===== config.mk =====
export PLATFORM = sky130hd
export DESIGN_NAME = mc_ctrl_flat
export DESIGN_NICKNAME = d
export VERILOG_FILES = /design/src/rtl/mc_ctrl_pkg.sv /design/src/rtl/mc_ctrl_if.sv /design/src/rtl/mc_ctrl_decode.sv /design/src/rtl/mc_ctrl.sv /design/src/flat_wrapper.sv
export SDC_FILE = /design/constraint.sdc
export NUM_CORES = 1
export LEC_CHECK = 0
export CORE_AREA = 3 3 118 63
export DETAILED_ROUTE_END_ITERATION = 8
export DIE_AREA = 0 0 121 66
export PLACE_DENSITY_LB_ADDON = 0.25
export SKIP_CTS_REPAIR_TIMING = 1
export SLEW_MARGIN = 20
export SYNTH_ARGS = -nofsm -noshare
export SYNTH_HDL_FRONTEND = slang
export SYNTH_HIERARCHICAL = 1
export SYNTH_SLANG_ARGS = --single-unit

===== constraint.sdc =====
create_clock -name clk -period 2.4 [get_ports clk]
set_input_delay 0.24 -clock clk [delete_from_list [all_inputs] [get_ports clk]]
set_output_delay 0.24 -clock clk [all_outputs]
set_load 0.01 [all_outputs]

===== src/rtl/mc_ctrl_pkg.sv =====
// Shared definitions for the multi-cycle MIPS control unit: state and trap
// encodings, instruction classes, opcode/funct codes, ALU op codes and
// datapath select values.
package mc_ctrl_pkg;

  typedef enum logic [2:0] {
    ST_IDLE   = 3'd0,
    ST_FETCH  = 3'd1,
    ST_DECODE = 3'd2,
    ST_EXEC   = 3'd3,
    ST_MEM    = 3'd4,
    ST_WB     = 3'd5,
    ST_TRAP   = 3'd6
  } state_e;

  typedef enum logic [1:0] {
    CAUSE_NONE    = 2'b00,
    CAUSE_ILLEGAL = 2'b01,
    CAUSE_IMEM    = 2'b10,
    CAUSE_DMEM    = 2'b11
  } trap_cause_e;

  typedef enum logic [2:0] {
    CLS_ALU_R, CLS_ALU_I, CLS_LOAD, CLS_STORE,
    CLS_BRANCH, CLS_JUMP, CLS_JAL, CLS_ILLEGAL
  } instr_class_e;

  // Opcodes (IR[31:26])
  localparam logic [5:0] INSTR_RTYPE = 6'h00;
  localparam logic [5:0] INSTR_J     = 6'h02;
  localparam logic [5:0] INSTR_JAL   = 6'h03;
  localparam logic [5:0] INSTR_BEQ   = 6'h04;
  localparam logic [5:0] INSTR_BNE   = 6'h05;
  localparam logic [5:0] INSTR_ADDI  = 6'h08;
  localparam logic [5:0] INSTR_ADDIU = 6'h09;
  localparam logic [5:0] INSTR_SLTI  = 6'h0A;
  localparam logic [5:0] INSTR_SLTIU = 6'h0B;
  localparam logic [5:0] INSTR_ANDI  = 6'h0C;
  localparam logic [5:0] INSTR_ORI   = 6'h0D;
  localparam logic [5:0] INSTR_XORI  = 6'h0E;
  localparam logic [5:0] INSTR_LUI   = 6'h0F;
  localparam logic [5:0] INSTR_LW    = 6'h23;
  localparam logic [5:0] INSTR_SW    = 6'h2B;

  // R-type funct codes (IR[5:0])
  localparam logic [5:0] FUNCT_SLL  = 6'h00;
  localparam logic [5:0] FUNCT_SRL  = 6'h02;
  localparam logic [5:0] FUNCT_SRA  = 6'h03;
  localparam logic [5:0] FUNCT_SLLV = 6'h04;
  localparam logic [5:0] FUNCT_SRLV = 6'h06;
  localparam logic [5:0] FUNCT_SRAV = 6'h07;
  localparam logic [5:0] FUNCT_ADD  = 6'h20;
  localparam logic [5:0] FUNCT_ADDU = 6'h21;
  localparam logic [5:0] FUNCT_SUB  = 6'h22;
  localparam logic [5:0] FUNCT_SUBU = 6'h23;
  localparam logic [5:0] FUNCT_AND  = 6'h24;
  localparam logic [5:0] FUNCT_OR   = 6'h25;
  localparam logic [5:0] FUNCT_XOR  = 6'h26;
  localparam logic [5:0] FUNCT_NOR  = 6'h27;
  localparam logic [5:0] FUNCT_SLT  = 6'h2A;
  localparam logic [5:0] FUNCT_SLTU = 6'h2B;

  // ALU op codes; the largest needs 5 bits
  localparam int unsigned ALUOp_ADD  = 0;
  localparam int unsigned ALUOp_ADDU = 1;
  localparam int unsigned ALUOp_SUB  = 2;
  localparam int unsigned ALUOp_SUBU = 3;
  localparam int unsigned ALUOp_AND  = 4;
  localparam int unsigned ALUOp_OR   = 5;
  localparam int unsigned ALUOp_XOR  = 6;
  localparam int unsigned ALUOp_NOR  = 7;
  localparam int unsigned ALUOp_SLT  = 8;
  localparam int unsigned ALUOp_SLTU = 9;
  localparam int unsigned ALUOp_SLL  = 10;
  localparam int unsigned ALUOp_SRL  = 11;
  localparam int unsigned ALUOp_SRA  = 12;
  localparam int unsigned ALUOp_SLLV = 13;
  localparam int unsigned ALUOp_SRLV = 14;
  localparam int unsigned ALUOp_SRAV = 15;
  localparam int unsigned ALUOp_LUI  = 16;
  localparam int unsigned ALUOp_EQL  = 17;
  localparam int unsigned ALUOp_BNE  = 18;

  localparam logic       SEL_ALUSRC_REG = 1'b0;
  localparam logic       SEL_ALUSRC_IMM = 1'b1;
  localparam logic [1:0] SEL_REGDST_RT  = 2'd0;
  localparam logic [1:0] SEL_REGDST_RD  = 2'd1;
  localparam logic [1:0] SEL_REGDST_RA  = 2'd2;
  localparam logic [1:0] SEL_WB_ALUOUT  = 2'd0;
  localparam logic [1:0] SEL_WB_DM      = 2'd1;
  localparam logic [1:0] SEL_WB_PC4     = 2'd2;
  localparam logic [1:0] NPC_PC4        = 2'd0;
  localparam logic [1:0] NPC_JMP        = 2'd1;
  localparam logic [1:0] NPC_BRANCH     = 2'd2;
  localparam logic       EXT_MODE_UNSIGNED = 1'b0;
  localparam logic       EXT_MODE_SIGNED   = 1'b1;

endpackage


===== src/rtl/mc_ctrl_if.sv =====
// Control-unit <-> datapath/memory signal bundle.
// master: the control unit (drives requests, enables, selects, status).
// slave : datapath and memories (drive run, IR fields, branch result, readies).
interface mc_ctrl_if #(
  parameter int unsigned ALUOP_W = 5,
  parameter int unsigned CNT_W   = 32
);
  logic               run;
  logic [5:0]         opcode;
  logic [5:0]         funct;
  logic               branch_taken;
  logic               imem_ready;
  logic               dmem_ready;
  logic               imem_req;
  logic               ir_write;
  logic               dmem_req;
  logic               dmem_we;
  logic               pc_write;
  logic [1:0]         npc_from;
  logic               reg_write;
  logic [1:0]         reg_dst;
  logic [1:0]         mem_to_reg;
  logic               alu_src1;
  logic               alu_src2;
  logic [ALUOP_W-1:0] alu_op;
  logic               imm_ext;
  logic [2:0]         state_o;
  logic               trap;
  logic [1:0]         trap_cause;
  logic [CNT_W-1:0]   retired;

  modport master (
    input  run, opcode, funct, branch_taken, imem_ready, dmem_ready,
    output imem_req, ir_write, dmem_req, dmem_we, pc_write, npc_from,
           reg_write, reg_dst, mem_to_reg, alu_src1, alu_src2, alu_op,
           imm_ext, state_o, trap, trap_cause, retired
  );

  modport slave (
    output run, opcode, funct, branch_taken, imem_ready, dmem_ready,
    input  imem_req, ir_write, dmem_req, dmem_we, pc_write, npc_from,
           reg_write, reg_dst, mem_to_reg, alu_src1, alu_src2, alu_op,
           imm_ext, state_o, trap, trap_cause, retired
  );
endinterface


===== src/rtl/mc_ctrl_decode.sv =====
// Combinational instruction decode: opcode/funct -> class, ALU op,
// ALU operand selects, immediate extension mode and legality.
// Ports: opcode, funct in; cls, alu_op, alu_src1, alu_src2, imm_ext, legal out.
module mc_decode
  import mc_ctrl_pkg::*;
#(
  parameter int unsigned ALUOP_W = 5
) (
  input  logic [5:0]         opcode,
  input  logic [5:0]         funct,
  output instr_class_e       cls,
  output logic [ALUOP_W-1:0] alu_op,
  output logic               alu_src1,
  output logic               alu_src2,
  output logic               imm_ext,
  output logic               legal
);

  int unsigned op_c;

  always_comb begin
    cls      = CLS_ILLEGAL;
    op_c     = ALUOp_ADDU;
    alu_src1 = SEL_ALUSRC_REG;
    alu_src2 = SEL_ALUSRC_REG;
    imm_ext  = EXT_MODE_UNSIGNED;
    case (opcode)
      INSTR_RTYPE: begin
        cls = CLS_ALU_R;
        case (funct)
          FUNCT_ADD:  op_c = ALUOp_ADD;
          FUNCT_ADDU: op_c = ALUOp_ADDU;
          FUNCT_SUB:  op_c = ALUOp_SUB;
          FUNCT_SUBU: op_c = ALUOp_SUBU;
          FUNCT_AND:  op_c = ALUOp_AND;
          FUNCT_OR:   op_c = ALUOp_OR;
          FUNCT_XOR:  op_c = ALUOp_XOR;
          FUNCT_NOR:  op_c = ALUOp_NOR;
          FUNCT_SLT:  op_c = ALUOp_SLT;
          FUNCT_SLTU: op_c = ALUOp_SLTU;
          FUNCT_SLLV: op_c = ALUOp_SLLV;
          FUNCT_SRLV: op_c = ALUOp_SRLV;
          FUNCT_SRAV: op_c = ALUOp_SRAV;
          // Constant shifts take shamt through the immediate path on ALU A
          FUNCT_SLL: begin op_c = ALUOp_SLL; alu_src1 = SEL_ALUSRC_IMM; end
          FUNCT_SRL: begin op_c = ALUOp_SRL; alu_src1 = SEL_ALUSRC_IMM; end
          FUNCT_SRA: begin op_c = ALUOp_SRA; alu_src1 = SEL_ALUSRC_IMM; end
          default:   cls = CLS_ILLEGAL;
        endcase
      end
      INSTR_ADDI:  begin cls = CLS_ALU_I; op_c = ALUOp_ADD;  alu_src2 = SEL_ALUSRC_IMM; imm_ext = EXT_MODE_SIGNED; end
      INSTR_ADDIU: begin cls = CLS_ALU_I; op_c = ALUOp_ADDU; alu_src2 = SEL_ALUSRC_IMM; imm_ext = EXT_MODE_SIGNED; end
      INSTR_SLTI:  begin cls = CLS_ALU_I; op_c = ALUOp_SLT;  alu_src2 = SEL_ALUSRC_IMM; imm_ext = EXT_MODE_SIGNED; end
      INSTR_SLTIU: begin cls = CLS_ALU_I; op_c = ALUOp_SLTU; alu_src2 = SEL_ALUSRC_IMM; imm_ext = EXT_MODE_SIGNED; end
      INSTR_ANDI:  begin cls = CLS_ALU_I; op_c = ALUOp_AND;  alu_src2 = SEL_ALUSRC_IMM; end
      INSTR_ORI:   begin cls = CLS_ALU_I; op_c = ALUOp_OR;   alu_src2 = SEL_ALUSRC_IMM; end
      INSTR_XORI:  begin cls = CLS_ALU_I; op_c = ALUOp_XOR;  alu_src2 = SEL_ALUSRC_IMM; end
      INSTR_LUI:   begin cls = CLS_ALU_I; op_c = ALUOp_LUI;  alu_src2 = SEL_ALUSRC_IMM; end
      INSTR_LW:    begin cls = CLS_LOAD;  op_c = ALUOp_ADDU; alu_src2 = SEL_ALUSRC_IMM; imm_ext = EXT_MODE_SIGNED; end
      INSTR_SW:    begin cls = CLS_STORE; op_c = ALUOp_ADDU; alu_src2 = SEL_ALUSRC_IMM; imm_ext = EXT_MODE_SIGNED; end
      INSTR_BEQ:   begin cls = CLS_BRANCH; op_c = ALUOp_EQL; end
      INSTR_BNE:   begin cls = CLS_BRANCH; op_c = ALUOp_BNE; end
      INSTR_J:     cls = CLS_JUMP;
      INSTR_JAL:   cls = CLS_JAL;
      default:     cls = CLS_ILLEGAL;
    endcase
  end

  assign alu_op = ALUOP_W'(op_c);
  assign legal  = (cls != CLS_ILLEGAL);

endmodule


===== src/rtl/mc_ctrl.sv =====
// Multi-cycle MIPS control unit: sequences FETCH/DECODE/EXEC/MEM/WB with
// req/ready handshakes, traps on illegal instructions and memory timeouts,
// and counts retired instructions.
// Ports: clk, rst (async active-high); bus (mc_ctrl_if.master) carries run,
// IR fields, branch result, memory handshakes, datapath selects and status.
module mc_ctrl
  import mc_ctrl_pkg::*;
#(
  parameter int unsigned ALUOP_W     = 5,
  parameter int unsigned MEM_TIMEOUT = 16,
  parameter int unsigned CNT_W       = 32
) (
  input  logic      clk,
  input  logic      rst,
  mc_ctrl_if.master bus
);

  localparam int unsigned WAIT_W    = (MEM_TIMEOUT > 1) ? $clog2(MEM_TIMEOUT) : 1;
  localparam int unsigned WAIT_LAST = (MEM_TIMEOUT > 0) ? MEM_TIMEOUT - 1 : 0;

  state_e             state_q, state_d;
  trap_cause_e        cause_q, cause_d;
  logic               trap_q;
  logic [WAIT_W-1:0]  wait_q;
  logic [CNT_W-1:0]   retired_q;

  instr_class_e       cls;
  logic               legal;
  logic [ALUOP_W-1:0] alu_op;
  logic               alu_src1, alu_src2, imm_ext;

  logic               imem_req, ir_write, dmem_req, dmem_we, pc_write, reg_write;
  logic [1:0]         npc_from, reg_dst, mem_to_reg;
  logic               waiting_c, timeout_c;

  mc_decode #(.ALUOP_W(ALUOP_W)) u_decode (
    .opcode   (bus.opcode),
    .funct    (bus.funct),
    .cls      (cls),
    .alu_op   (alu_op),
    .alu_src1 (alu_src1),
    .alu_src2 (alu_src2),
    .imm_ext  (imm_ext),
    .legal    (legal)
  );

  // Stalled on a memory handshake; counter hits its last value -> trap unless ready
  assign waiting_c = ((state_q == ST_FETCH) && !bus.imem_ready) ||
                     ((state_q == ST_MEM)   && !bus.dmem_ready);
  assign timeout_c = (MEM_TIMEOUT != 0) && (wait_q == WAIT_W'(WAIT_LAST));

  // State, wait counter, sticky trap and retired counter
  always_ff @(posedge clk or posedge rst) begin
    if (rst) begin
      state_q   <= ST_IDLE;
      wait_q    <= '0;
      trap_q    <= 1'b0;
      cause_q   <= CAUSE_NONE;
      retired_q <= '0;
    end else begin
      state_q <= state_d;
      if (state_d != state_q)
        wait_q <= '0;
      else if (waiting_c && (MEM_TIMEOUT != 0))
        wait_q <= wait_q + WAIT_W'(1);
      if ((state_d == ST_TRAP) && (state_q != ST_TRAP)) begin
        trap_q  <= 1'b1;
        cause_q <= cause_d;
      end
      if (pc_write)
        retired_q <= retired_q + CNT_W'(1);
    end
  end

  // Next state and per-state control outputs
  always_comb begin
    state_d    = state_q;
    cause_d    = CAUSE_NONE;
    imem_req   = 1'b0;
    ir_write   = 1'b0;
    dmem_req   = 1'b0;
    dmem_we    = 1'b0;
    pc_write   = 1'b0;
    reg_write  = 1'b0;
    npc_from   = NPC_PC4;
    reg_dst    = SEL_REGDST_RT;
    mem_to_reg = SEL_WB_ALUOUT;
    case (state_q)
      ST_IDLE: if (bus.run) state_d = ST_FETCH;
      ST_FETCH: begin
        imem_req = 1'b1;
        if (bus.imem_ready) begin
          ir_write = 1'b1;
          state_d  = ST_DECODE;
        end else if (timeout_c) begin
          state_d = ST_TRAP;
          cause_d = CAUSE_IMEM;
        end
      end
      ST_DECODE: begin
        if (!legal) begin
          state_d = ST_TRAP;
          cause_d = CAUSE_ILLEGAL;
        end else if (cls == CLS_JUMP) begin
          pc_write = 1'b1;
          npc_from = NPC_JMP;
          state_d  = ST_FETCH;
        end else if (cls == CLS_JAL) begin
          state_d = ST_WB;
        end else begin
          state_d = ST_EXEC;
        end
      end
      ST_EXEC: begin
        if (cls == CLS_BRANCH) begin
          pc_write = 1'b1;
          npc_from = bus.branch_taken ? NPC_BRANCH : NPC_PC4;
          state_d  = ST_FETCH;
        end else if ((cls == CLS_LOAD) || (cls == CLS_STORE)) begin
          state_d = ST_MEM;
        end else begin
          state_d = ST_WB;
        end
      end
      ST_MEM: begin
        dmem_req = 1'b1;
        dmem_we  = (cls == CLS_STORE);
        if (bus.dmem_ready) begin
          if (cls == CLS_STORE) begin
            pc_write = 1'b1;
            state_d  = ST_FETCH;
          end else begin
            state_d = ST_WB;
          end
        end else if (timeout_c) begin
          state_d = ST_TRAP;
          cause_d = CAUSE_DMEM;
        end
      end
      ST_WB: begin
        reg_write = 1'b1;
        pc_write  = 1'b1;
        state_d   = ST_FETCH;
        case (cls)
          CLS_ALU_R: reg_dst = SEL_REGDST_RD;
          CLS_LOAD:  mem_to_reg = SEL_WB_DM;
          CLS_JAL: begin
            reg_dst    = SEL_REGDST_RA;
            mem_to_reg = SEL_WB_PC4;
            npc_from   = NPC_JMP;
          end
          default: ;
        endcase
      end
      ST_TRAP: state_d = ST_TRAP;
      default: state_d = ST_IDLE;
    endcase
  end

  assign bus.imem_req   = imem_req;
  assign bus.ir_write   = ir_write;
  assign bus.dmem_req   = dmem_req;
  assign bus.dmem_we    = dmem_we;
  assign bus.pc_write   = pc_write;
  assign bus.npc_from   = npc_from;
  assign bus.reg_write  = reg_write;
  assign bus.reg_dst    = reg_dst;
  assign bus.mem_to_reg = mem_to_reg;
  assign bus.alu_src1   = alu_src1;
  assign bus.alu_src2   = alu_src2;
  assign bus.alu_op     = alu_op;
  assign bus.imm_ext    = imm_ext;
  assign bus.state_o    = state_q;
  assign bus.trap       = trap_q;
  assign bus.trap_cause = cause_q;
  assign bus.retired    = retired_q;

endmodule

===== src/flat_wrapper.sv =====
// flat-port wrapper written by rule: the top's interface ports become plain ports
module mc_ctrl_flat import mc_ctrl_pkg::*;
#(
  parameter int unsigned ALUOP_W     = 5,
  parameter int unsigned MEM_TIMEOUT = 16,
  parameter int unsigned CNT_W       = 32
)
  (clk, rst, bus_run, bus_opcode, bus_funct, bus_branch_taken, bus_imem_ready, bus_dmem_ready, bus_imem_req, bus_ir_write, bus_dmem_req, bus_dmem_we, bus_pc_write, bus_npc_from, bus_reg_write, bus_reg_dst, bus_mem_to_reg, bus_alu_src1, bus_alu_src2, bus_alu_op, bus_imm_ext, bus_state_o, bus_trap, bus_trap_cause, bus_retired);
  mc_ctrl_if #(.ALUOP_W(ALUOP_W), .CNT_W(CNT_W)) bus_i ();
  input  logic clk;
  input  logic rst;
  input wire logic [$bits(bus_i.run)-1:0] bus_run;
  input wire logic [$bits(bus_i.opcode)-1:0] bus_opcode;
  input wire logic [$bits(bus_i.funct)-1:0] bus_funct;
  input wire logic [$bits(bus_i.branch_taken)-1:0] bus_branch_taken;
  input wire logic [$bits(bus_i.imem_ready)-1:0] bus_imem_ready;
  input wire logic [$bits(bus_i.dmem_ready)-1:0] bus_dmem_ready;
  output wire logic [$bits(bus_i.imem_req)-1:0] bus_imem_req;
  output wire logic [$bits(bus_i.ir_write)-1:0] bus_ir_write;
  output wire logic [$bits(bus_i.dmem_req)-1:0] bus_dmem_req;
  output wire logic [$bits(bus_i.dmem_we)-1:0] bus_dmem_we;
  output wire logic [$bits(bus_i.pc_write)-1:0] bus_pc_write;
  output wire logic [$bits(bus_i.npc_from)-1:0] bus_npc_from;
  output wire logic [$bits(bus_i.reg_write)-1:0] bus_reg_write;
  output wire logic [$bits(bus_i.reg_dst)-1:0] bus_reg_dst;
  output wire logic [$bits(bus_i.mem_to_reg)-1:0] bus_mem_to_reg;
  output wire logic [$bits(bus_i.alu_src1)-1:0] bus_alu_src1;
  output wire logic [$bits(bus_i.alu_src2)-1:0] bus_alu_src2;
  output wire logic [$bits(bus_i.alu_op)-1:0] bus_alu_op;
  output wire logic [$bits(bus_i.imm_ext)-1:0] bus_imm_ext;
  output wire logic [$bits(bus_i.state_o)-1:0] bus_state_o;
  output wire logic [$bits(bus_i.trap)-1:0] bus_trap;
  output wire logic [$bits(bus_i.trap_cause)-1:0] bus_trap_cause;
  output wire logic [$bits(bus_i.retired)-1:0] bus_retired;
  assign bus_i.run = bus_run;
  assign bus_i.opcode = bus_opcode;
  assign bus_i.funct = bus_funct;
  assign bus_i.branch_taken = bus_branch_taken;
  assign bus_i.imem_ready = bus_imem_ready;
  assign bus_i.dmem_ready = bus_dmem_ready;
  assign bus_imem_req = bus_i.imem_req;
  assign bus_ir_write = bus_i.ir_write;
  assign bus_dmem_req = bus_i.dmem_req;
  assign bus_dmem_we = bus_i.dmem_we;
  assign bus_pc_write = bus_i.pc_write;
  assign bus_npc_from = bus_i.npc_from;
  assign bus_reg_write = bus_i.reg_write;
  assign bus_reg_dst = bus_i.reg_dst;
  assign bus_mem_to_reg = bus_i.mem_to_reg;
  assign bus_alu_src1 = bus_i.alu_src1;
  assign bus_alu_src2 = bus_i.alu_src2;
  assign bus_alu_op = bus_i.alu_op;
  assign bus_imm_ext = bus_i.imm_ext;
  assign bus_state_o = bus_i.state_o;
  assign bus_trap = bus_i.trap;
  assign bus_trap_cause = bus_i.trap_cause;
  assign bus_retired = bus_i.retired;
  mc_ctrl #(.ALUOP_W(ALUOP_W), .MEM_TIMEOUT(MEM_TIMEOUT), .CNT_W(CNT_W)) u_core (.clk(clk), .rst(rst), .bus(bus_i));
endmodule

==> impl_metrics.csv <==
group,metric,value,unit
status,status,"complete, but fails checks",
status,violations,"negative setup slack",
floorplanning,io_pins,76,
placed_design,portBuffers,75,
finish,drive_gt1_share,30.32,%
synth,avgSynthCellArea,9.175,µm²
clock_tree,htreeDepth,2,
finish,fin_cells,534,
sta,fin_crit_sh,108.9,%
finish,antenna_cells,0,
critical_path,rr_worst_depth,6,
sta,timing.fmax,382.7,MHz
detailed_routing,drt_iter0_markers,196,
critical_path,crit_arrival,2.81,ns
grt,grt_pass1_vias,2786,
grt,grt_max_degree,43,
detailed_routing,drc,0,
synth,ys_types,64,
critical_path,r2r_start,"u_core/bus.state_o[2]",
floorplanning,fp.dieArea,7986,µm²
placed_design,dpl.hpwl,5861,µm
critical_path,rr_endpoint,"u_core/bus.trap_cause[1]",
placed_design,placed_cell_area,4008,µm²
finish,postLayoutCellArea,4591,µm²
detailed_routing,drt_first_pass_iters,4,
critical_path,criticalPathCategory,"in -> reg",
floorplanning,core-area,6543,µm²
synth,syn_inst,309,
sta,relSlewSlack,62.62,%
floorplanning,rows,21,
finish,fillers,486,
sta,fin_worst_skew,0.003217,ns
detailed_routing,wl_per_cell,16.49,µm
critical_path,slowest_stage,"or3_4",
sta,worst_slack,-0.2130,ns
critical_path,crit_path_start_kind,"input pin",
placed_design,place_congestion,0.8485,
critical_path,crit_fanout,7,
sta,finalHoldViolCount,0,
grt,grt_use_total,20.06,%
pwr,ir_drop,0.3447,mV
synth,synth-edff-count,0,
synth,synth-seq-cells,42,
floorplanning,die_w,121,µm
clock_tree,cts_buffers,5,
synth,netlist_area,2835,µm²
detailed_routing,wirelength,8804,µm
clock_tree,clock_path_buffers,2,
detailed_routing,vias_per_cell,5.431,
sta,min_period,2.613,ns
grt,overflow,0,
synth,synth_nets,329,
sta,fin_tns_setup,-3.614,ns
sta,setup_viol,32,
sta,tightest_slew,0.5555,ns
floorplanning,start_util,43.34,%
critical_path,endpoint_kind,"flop",
sta,rsz0062_at_grt,"yes",
synth,ys.flop_type,"dfrtp_1",
pwr,power.leakage,2.089,nW
detailed_routing,vias,2900,
critical_path,ff2ff_setup_slack,0.16,ns
finish,area_growth,61.92,%
critical_path,slowest_delay,0.43,ns
clock_tree,cts_tree,"yes",
floorplanning,die_height,66,µm
synth,ys_warn_count,6,
detailed_routing,ant_nets,0,
critical_path,worstPathCellList,"buf_6 > or3_4 > or3_4 > o21ai_4 > nand4b_1 > or3_4 > buf_6 > a311oi_4 > buf_6 > nand4_1 > xnor2_1",
grt,antenna_found_initial,0,
finish,post-route-util,70.17,%
critical_path,worstPathRequired,2.60,ns
clock_tree,clk_latency,0.28,ns
hold_path,worstHoldPathType,"in -> async",
flow_run,maxCapViolations,0,
synth,async_flop_share,100.0,%
sta,slew_violations,0,
synth,yosysSeqAreaShare,37.07,%
finish,layout.nets,461,
placed_design,place_inst,508,
grt,grt_pass1_wl,13130,µm
clock_tree,clkTransAtPathRegs,0.06,ns
clock_tree,cts_sinks,42,
clock_tree,cts.root.buffer_cell,"clkbuf_16",
pwr,p_per_area,673.0,nW/µm²
## report_power, final
group | switching (W) | leakage (nW) | internal, W
clock | 0.000274 | 0.0842 | 0.000492
combinational | 0.000691 | 1.44 | 0.000695
sequential | 0.000145 | 0.560 | 0.000792
## cell usage in the layout, fill, tap and decap left out, drive strengths merged, types with 3 or more instances in the layout
cell type / count
and4: 5
nor4: 12
nand4b: 3
dfrtp: 42
xnor2: 25
nor2: 20
or3: 4
nand3: 21
xor2: 11
dlymetal6s2s: 12
nor3b: 4
clkbuf: 10
nor3: 7
a21oi: 11
a311oi: 3
nand4: 10
and3: 5
o21ai: 10
nor2b: 7
and2: 6
inv: 10
nand2b: 8
or3b: 3
nand3b: 3
clkdlybuf4s50: 56
buf: 69
nand2: 27
## cells by family after synthesis
logic type      Yosys count  synth area share (%)
buf+inv                  26                 4.810
compound gates           50                 14.21
fa+ha+maj                 2                0.8825
simple gates            150                 30.76
xor+xnor                 36                 11.12
mux                       3                 1.147
flops                    42                 37.07
## how the worst max path moves through the flow
stage | cells after the start | end | startpoint
floorplan | 12 | u_core/bus.retired[28] | bus_opcode[5]
global placement | 8 | bus_pc_write | bus_opcode[5]
detailed placement | 10 | u_core/bus.retired[29] | bus_opcode[5]
CTS | 8 | bus_pc_write | bus_opcode[5]
global route | 15 | u_core/bus.retired[25] | bus_opcode[2]
finish | 11 | u_core/bus.retired[29] | bus_opcode[2]
## critical path, delay by kind of cell
| kind | cells | cell delay [ns] |
|---|---|---|
| compound gates | 2 | 0.48 |
| xor+xnor | 1 | 0.22 |
| buf+inv | 3 | 0.40 |
| simple gates | 5 | 1.46 |
## cell usage after synthesis, types with 2 or more instances
master | number | area share [%]
xnor2_1 | 25 | 7.7
xor2_1 | 11 | 3.4
or3b_2 | 3 | 0.93
buf_2 | 4 | 0.71
and3_1 | 5 | 1.1
buf_6 | 4 | 1.6
or3_1 | 2 | 0.44
and2_1 | 6 | 1.3
nor3b_1 | 3 | 0.79
nor2_1 | 20 | 2.6
nand3b_1 | 3 | 0.79
nand2_1 | 27 | 3.6
o21ai_1 | 4 | 0.71
a21oi_1 | 11 | 1.9
or3_4 | 2 | 0.79
and4_1 | 5 | 1.5
o21ai_0 | 6 | 1.1
and2b_1 | 2 | 0.53
nor4_1 | 12 | 2.6
inv_1 | 9 | 1.2
o31ai_1 | 2 | 0.53
nand4b_1 | 2 | 0.62
nand3_1 | 17 | 3.0
mux2_2 | 2 | 0.79
a211oi_1 | 2 | 0.53
nand4_1 | 10 | 2.2
o41ai_1 | 2 | 0.62
dfrtp_1 | 42 | 37
ha_1 | 2 | 0.88
nor2b_1 | 7 | 1.5
nand3_2 | 4 | 1.4
nand2b_1 | 7 | 1.5
clkbuf_1 | 8 | 1.1
a311oi_4 | 2 | 1.9
nor3_1 | 7 | 1.2
## state kept, by name (all words and copies together), names as in the netlist
register / flops
u_core/bus.retired: 32
u_core/bus.state_o: 3
u_core/bus.trap: 1
u_core/bus.trap_cause: 2
u_core/wait_q: 4
## per-stage QoR
stage / total power (W) / setup slack [ns] / hold slack, ns
floorplan: 0.001573 / -0.3828 / 0.4545
global placement: 0.002066 / -0.7763 / 0.4485
detailed placement: 0.002098 / -0.8509 / 0.4514
CTS: 0.002889 / -0.8384 / 0.4168
global route: 0.003259 / -0.3153 / 0.4662
finish: 0.003089 / -0.2130 / 0.3958
## cell type report
class                   instances  area (µm²)  area share, %
flip-flops and latches         42        1051          22.89
well taps                      92       115.1          2.507
multi-input cells             241        1909          41.59
repair buffers                142        1313          28.59
clock inverters                 3       43.79         0.9539
clock buffers                   5       125.1          2.726
inverters                       9       33.78         0.7359
## routing by layer
| metal | GRT usage, % | wire (µm) | vias up |
|---|---|---|---|
| met4 | 3.531 | 86 | 0 |
| met3 | 4.444 | 437 | 13 |
| met5 | 0 | 0 | - |
| met1 | 23.49 | 3572 | 1425 |
| li1 | - | - | 1383 |
| met2 | 38.29 | 4708 | 79 |
(Power assumes the default switching activity.)
